<file path="src/rtl/line_raster_engine.sv">
// Midpoint (Bresenham) line rasteriser: endpoints in, one frame-buffer write per pixel out.
// Define LINE_RASTER_CLIP_EN to suppress writes outside H_RES x V_RES.
module line_raster_engine #(
    parameter int COORD_W = 10,
    parameter int COLOR_W = 8,
    parameter int H_RES   = 640,
    parameter int V_RES   = 480
) (
    input  logic               Clk,
    input  logic               Reset,
    input  logic               draw_start,
    input  logic [COORD_W-1:0] x0,
    input  logic [COORD_W-1:0] y0,
    input  logic [COORD_W-1:0] x1,
    input  logic [COORD_W-1:0] y1,
    input  logic [COLOR_W-1:0] color,
    input  logic               fb_ready,
    output logic               busy,
    output logic               draw_done,
    output logic [COORD_W-1:0] DrawX,
    output logic [COORD_W-1:0] DrawY,
    output logic [COLOR_W-1:0] draw_data,
    output logic               draw_we
);
    localparam int EW = COORD_W + 2;

    typedef enum logic [1:0] {
        IDLE,
        SETUP,
        DRAW,
        DONE
    } state_t;

    state_t state, state_nxt;

    logic [COORD_W-1:0] x0_q, y0_q, x1_q, y1_q;
    logic [COORD_W-1:0] cur_x, cur_y;
    logic [COLOR_W-1:0] color_q;

    logic signed [EW-1:0] dx, dy, err, err_nxt;
    logic signed [EW-1:0] ddx, ddy, adx, ady;
    logic signed [EW:0]   e2, dx_e, dy_e;
    logic                 sx_neg, sy_neg;
    logic                 step_x, step_y;
    logic                 at_end, pix_on, advance;

    assign ddx = $signed({2'b00, x1_q}) - $signed({2'b00, x0_q});
    assign ddy = $signed({2'b00, y1_q}) - $signed({2'b00, y0_q});
    assign adx = ddx[EW-1] ? -ddx : ddx;
    assign ady = ddy[EW-1] ? -ddy : ddy;

    // One extra bit keeps 2*err exact
    assign e2   = {err, 1'b0};
    assign dx_e = {dx[EW-1], dx};
    assign dy_e = {dy[EW-1], dy};

    assign step_x = (e2 >= dy_e);
    assign step_y = (e2 <= dx_e);

    always_comb begin
        err_nxt = err;
        if (step_x) err_nxt = err_nxt + dy;
        if (step_y) err_nxt = err_nxt + dx;
    end

    assign at_end = (cur_x == x1_q) && (cur_y == y1_q);

`ifdef LINE_RASTER_CLIP_EN
    assign pix_on = (32'(cur_x) < 32'(H_RES)) && (32'(cur_y) < 32'(V_RES));
`else
    logic clip_unused;
    assign clip_unused = ^{32'(H_RES), 32'(V_RES)};
    assign pix_on      = 1'b1;
`endif

    always_ff @(posedge Clk) begin
        if (Reset) state <= IDLE;
        else       state <= state_nxt;
    end

    always_comb begin
        state_nxt = state;
        busy      = 1'b0;
        draw_done = 1'b0;
        draw_we   = 1'b0;
        advance   = 1'b0;
        unique case (state)
            IDLE: begin
                if (draw_start) state_nxt = SETUP;
            end
            SETUP: begin
                busy      = 1'b1;
                state_nxt = DRAW;
            end
            DRAW: begin
                busy    = 1'b1;
                draw_we = pix_on;
                // Clipped pixels step without waiting on the frame buffer
                advance = fb_ready || !pix_on;
                if (advance && at_end) state_nxt = DONE;
            end
            DONE: begin
                busy      = 1'b1;
                draw_done = 1'b1;
                state_nxt = IDLE;
            end
            default: state_nxt = IDLE;
        endcase
    end

    always_ff @(posedge Clk) begin
        if (Reset) begin
            x0_q    <= '0;
            y0_q    <= '0;
            x1_q    <= '0;
            y1_q    <= '0;
            color_q <= '0;
            cur_x   <= '0;
            cur_y   <= '0;
            dx      <= '0;
            dy      <= '0;
            err     <= '0;
            sx_neg  <= 1'b0;
            sy_neg  <= 1'b0;
        end else begin
            unique case (state)
                IDLE: begin
                    if (draw_start) begin
                        x0_q    <= x0;
                        y0_q    <= y0;
                        x1_q    <= x1;
                        y1_q    <= y1;
                        color_q <= color;
                    end
                end
                SETUP: begin
                    dx     <= adx;
                    dy     <= -ady;
                    err    <= adx - ady;
                    sx_neg <= !(x0_q < x1_q);
                    sy_neg <= !(y0_q < y1_q);
                    cur_x  <= x0_q;
                    cur_y  <= y0_q;
                end
                DRAW: begin
                    if (advance && !at_end) begin
                        err <= err_nxt;
                        if (step_x)
                            cur_x <= sx_neg ? cur_x - COORD_W'(1)
                                            : cur_x + COORD_W'(1);
                        if (step_y)
                            cur_y <= sy_neg ? cur_y - COORD_W'(1)
                                            : cur_y + COORD_W'(1);
                    end
                end
                default: ;
            endcase
        end
    end

    assign DrawX     = cur_x;
    assign DrawY     = cur_y;
    assign draw_data = color_q;

endmodule
</file>
<file path="config.mk">
export PLATFORM = sky130hd
export DESIGN_NAME = line_raster_engine
export DESIGN_NICKNAME = d
export VERILOG_FILES = /design/src/rtl/line_raster_engine.sv
export SDC_FILE = /design/constraint.sdc
export NUM_CORES = 1
export LEC_CHECK = 0
export BUFFER_PORTS_ARGS = -buffer_cell sky130_fd_sc_hd__buf_2
export CAP_MARGIN = 5
export CORE_MARGIN = 2
export CORE_UTILIZATION = 30
export CTS_CLUSTER_SIZE = 20
export DETAILED_ROUTE_END_ITERATION = 8
export SYNTH_ARGS = -nofsm -noshare
export SYNTH_HDL_FRONTEND = slang
export SYNTH_SLANG_ARGS = --single-unit
</file>
<file path="constraint.sdc">
create_clock -name Clk -period 5.26 [get_ports Clk]
set_clock_uncertainty 0.05 [all_clocks]
set_input_delay 0.263 -clock Clk [delete_from_list [all_inputs] [get_ports Clk]]
set_output_delay 0.263 -clock Clk [all_outputs]
set_load 0.005 [all_outputs]
</file>
# Word level (Yosys, flattened, before mapping)
# Cells that the tools add are included.
[word_totals]
register_bits = 108
in_bits = 52
out_inout_bits = 31
[classes]
n_addsub = 12
order_cmp = 4
n_eq_ne = 10
mux = 21
reduce_logical = 14
[ops]
columns = ["operator", "n"]
rows = [
  ["$mux 10", 6],
  ["$mux 12", 5],
  ["$pmux 10 s2", 2],
  ["$add 12x12->12", 2],
  ["$neg 11->12", 2],
  ["$pmux 12 s2", 1],
  ["$sub 10x10->11", 2],
  ["$add 10x1->10 const B", 2],
  ["$eq 10x10->1", 2],
  ["$lt 10x10->1", 2],
  ["$sub 10x1->10 const B", 2],
  ["$ge 13x12->1", 1],
  ["$le 13x12->1", 1],
  ["$neg 12->12", 1],
  ["$sub 12x12->12", 1],
  ["$ne 2x2->1 const B", 5],
  ["$pmux 2 s4", 1],
  ["$reduce_and 2->1", 3],
  ["$reduce_and 3->1", 2],
  ["$eq 2x2->1 const B", 2],
  ["$mux 1", 4],
  ["$mux 2", 2],
  ["$logic_and 1x1->1", 3],
  ["$logic_not 1->1", 3],
  ["other kinds (4)", 4],
]

# Depth between registers and ports, before layout
[logic_depth]
ltp_word = 6
mapped_depth = 21
depth_no_buf = 21

# Worst setup path before layout
# Ideal clock, no wire load.
[synth_path]
kind = "register to register"
from = "register dy[2]"
to = "register err[10]"
arrival_ps = 3945
required_time_ps = 5072
slack_ps = 1127
stages_incl_launch_ff = 21
path_buffers = 0
path_cell_list = "dfxtp_1 > inv_1 > ha_1 > o21ai_0 > a21oi_1 > o31a_1 > o31a_1 > o22ai_2 > mux2_2 > ha_1 > fa_1 > a21o_1 > a21oi_1 > o21bai_1 > a21oi_1 > o21ai_0 > a21o_1 > a21oi_1 > xnor2_1 > a21oi_1 > o221ai_1"
[synth_via]
elab_chain_cells = 6
word_cells_on_any_way = 7
[synth_lines]
columns = ["item", "line_no", "rtl"]
rows = [
  ["start: declaration", "40", "logic signed [EW-1:0] dx, dy, err, err_nxt;"],
  ["start signal: assignment", "138", "dy <= -ady;"],
  ["$add 12x12->12 or $ge 13x12->1 (tied branches)", "62, 57", ""],
  ["$mux 12 *", "62", "if (step_x) err_nxt = err_nxt + dy;"],
  ["$add 12x12->12", "63", "if (step_y) err_nxt = err_nxt + dx;"],
  ["$mux 12 *", "63", ""],
  ["$mux 12 *", "146", "if (advance && !at_end) begin"],
  ["$pmux 12 s2 *", "126", "unique case (state)"],
  ["end signal: assignment", "139", "err <= adx - ady;"],
  ["end signal: assignment", "147", "err <= err_nxt;"],
  ["end: declaration", "40", ""],
]
# Mark *: on every way between the ends. The rest lies on a longest branch, timed or not. The select of a mux whose other input is x is not followed.
# A chain may end at the register's enable or synchronous reset.

# Worst setup path in the final report
[layout_path]
from = "register y0_q[0]"
to = "register err[10]"
[layout_via]
elab_chain_cells = 5
[layout_lines]
columns = ["item", "line_no", "rtl"]
rows = [
  ["start: declaration", "36", "logic [COORD_W-1:0] x0_q, y0_q, x1_q, y1_q;"],
  ["start signal: assignment", "130", "y0_q <= y0;"],
  ["$sub 10x10->11 *", "48", "assign ddy = $signed({2'b00, y1_q}) - $signed({2'b00, y0_q});"],
  ["$neg 11->12", "50", "assign ady = ddy[EW-1] ? -ddy : ddy;"],
  ["$mux 12 *", "50", ""],
  ["$sub 12x12->12 *", "139", ""],
  ["$pmux 12 s2 *", "126", ""],
]
# Mark *: on every way between the ends. The rest lies on a longest branch, timed or not.

==> impl_metrics.yaml <==
timing:
  whs_ps: 71.8
  slew_headroom_pct: 43.0
  period_share_pct: 87.6
  worst_pin_slew_ps: 855
  rsz0062_at_grt: "false"
  finalSetupViolCount: 0
  finalHoldViolations: 0
  period_minus_slack_ps: 4610
  tns_ps: 0
  fmax_mhz: 217
  final-max-slew-violation-count: 0
clock_tree:
  cts_tree: "yes"
  cts_sinks: 108
  cts_setup_buffers: 0
  clock_path_buffers: 2
  cts_root_buffer: "clkbuf_16"
  h-tree-depth: 3
  numCtsBuffers: 9
  cts_hold_buf: 0
  ctsResizeCount: 0
  path_clk_slew_ps: 90
  clock_latency_ps: 370
detailed_routing:
  drtAntennaViolNets: 0
  vias: 7880
  routedWlPerCell_um: 15.3
  wl_um: 24300
  firstDrtPassIters: 5
  dr.first_iter.drc_count: 357
  vias_per_cell: 4.97
  detail_route.drc_violations: 0
place:
  place_congestion: 0.841
  io_buffer_count: 82
  placed_area_um2: 9720
  dpl.cell_count: 1571
  hpwlAfterDp_um: 18800
synth:
  ys.flop_type: "dfxtp_1"
  synth-edff-count: 0
  yosys_warnings: 0
  yosys_register_bits: 108
  syn_area_um2: 8930
  synth_fp_nets: 1290
  synthCells: 1130
  synth_cell_type_count: 84
  ys_seq_area_share_pct: 24.2
  ys_async_sr_fraction_pct: 0
  avgSynthCellArea_um2: 7.90
global_route:
  grt_pass1_vias: 7733
  grt_overflow: 0
  antenna_found_initial: 0
  grt_max_degree: 67
  grt_usage_pct: 15.9
  grt_pass1_wl_um: 39800
layout:
  num_antenna_cells: 0
  drive_gt1_share_pct: 12.9
  stdcell_count: 1587
  fillers: 3224
  area_growth_pct: 12.0
  nets: 1352
  final_area_um2: 10000
status:
  status: "complete, no violations"
die:
  start_util_pct: 30.3
  rows: 63
  io_pins: 83
  die_x_um: 177
  die_h_um: 177
  dieArea_um2: 31200
  coreArea_um2: 29500
setup_path:
  crit_path_max_incr_delay_ps: 500
  cp.arrival_ps: 4850
  cp_max_fo: 7
  crit_chain: "ha_1 -> inv_1 -> fa_1 -> a211oi_2 -> o21ai_2 -> a311oi_2 -> nor2_1 -> a21oi_1 -> inv_1 -> fa_1 -> nor2b_1 -> o21ai_0 -> a21boi_0 -> o21ai_0 -> nand2b_1 -> nand2_1 -> a21oi_1 -> nor3_1 -> or3_1 -> o221ai_1"
  critPathBufInv: 2
  worstSetupPathType: "reg -> reg"
  crit_family: "compound AO/OA/AOI/OAI gates"
  start_kind: "flip-flop"
  cp-end-kind: "flip-flop"
  critical_path.slowest_cell: "a311oi_2"
  cp.required_ps: 5500
hold_path:
  hold_class: "in -> reg"
run:
  drv_cap: 0
-- path summary, 6_finish.rpt --
path / end / slack [ps] / start / cells past startpoint
setup / recovery: err[10] / 650 / y0_q[0] / 20
hold / removal: y1_q[2] / 70 / y1[2] / 3
setup reg to reg: err[10] / 650 / y0_q[0] / 20
hold reg to reg: draw_data[5] / 410 / draw_data[5] / 2
-- per-stage QoR --
step                      setup slack, ps  utilization (%)
after detailed placement              663             33.0
final                                 650             33.9
after floorplan                      1130                -
after CTS                             662             33.9
after global routing                  128             33.9
after global placement                743             33.0
-- cells by family after synthesis --
group / count (synthesis) / share of synthesized area [%]
mux: 33 / 3.84
compound gates: 295 / 21.8
xor+xnor: 88 / 9.22
flops: 108 / 24.2
simple gates: 369 / 19.3
buf+inv: 128 / 5.79
fa+ha+maj: 109 / 15.8
-- routing by layer --
metal  wire length (um)  global-route usage, %  part of all wire, %  vias to the layer above
met2              11100                   26.1                   46                      135
met4                387                   4.92                  1.6                        0
met5                  0                      0                    0                        -
met3                923                   2.02                  3.8                       24
met1              11900                   21.6                   49                     3617
li1                   -                      -                    -                     4104
-- flip-flops by register name, summed over array words and instances (netlist names) --
register   cells
dx            12
dy            12
err           12
DrawX         10
DrawY         10
x0_q          10
x1_q          10
y0_q          10
y1_q          10
draw_data      8
state          2
sx_neg         1
sy_neg         1
-- Yosys cell counts (all sizes together), types with 7 or more instances --
master  count  share of area [%]
mux2       10                1.3
o211ai      9               0.81
nor2      103                4.3
mux2i      23                2.6
fa          7                1.6
a31oi      10               0.70
nor3       27                1.7
ha        101                 14
nand3      16               0.95
nor3b       7               0.59
nand4      12               0.84
nand2b     11               0.77
dfxtp     108                 24
a211oi     38                3.4
a21boi      8               0.67
o21ai      48                2.8
a21oi     111                6.3
inv        85                3.6
xnor2      52                5.3
or3         9               0.69
a21o       13                1.1
nor2b      14                1.1
xor2       35                3.7
nand2     141                6.0
clkbuf     34                1.5
-- tightest hold or removal path, delay by kind of cell --
kind,cells,cell delay [ps]
compound gates,1,50
buf+inv,1,100
simple gates,1,40
-- cell usage in the layout, fill, tap and decap left out, types with 5 or more instances in the layout --
cell / instances
clkbuf_16: 9
and3_1: 5
ha_1: 100
o211ai_1: 8
or3_1: 8
nor3_1: 23
mux2i_1: 23
a21o_1: 13
o31ai_1: 5
nand2b_1: 11
or2_2: 5
buf_2: 81
o31a_1: 6
nor2b_1: 13
xor2_1: 32
nor3b_1: 7
xnor2_1: 50
a31oi_1: 10
nand3_1: 15
fa_1: 7
dfxtp_1: 108
inv_1: 85
a211oi_1: 35
nand4_1: 12
mux2_2: 10
nand2_1: 140
o21ai_0: 42
a21boi_0: 7
buf_4: 11
a21oi_1: 110
nor2_1: 103
-- cell type report --
class / instances / area, um^2 / share of cell area [%]
clock buffer: 10 / 229 / 2.29
clock inverter: 6 / 55.1 / 0.550
inverter: 87 / 327 / 3.26
multi-input combinational: 894 / 6250 / 62.5
sequential: 108 / 2160 / 21.6
tap: 390 / 488 / 4.88
timing repair buffer: 92 / 488 / 4.88
Power is left out: the tool's default activity adds up to more than one toggle a clock period on the data nets, which glitch-free logic cannot reach.
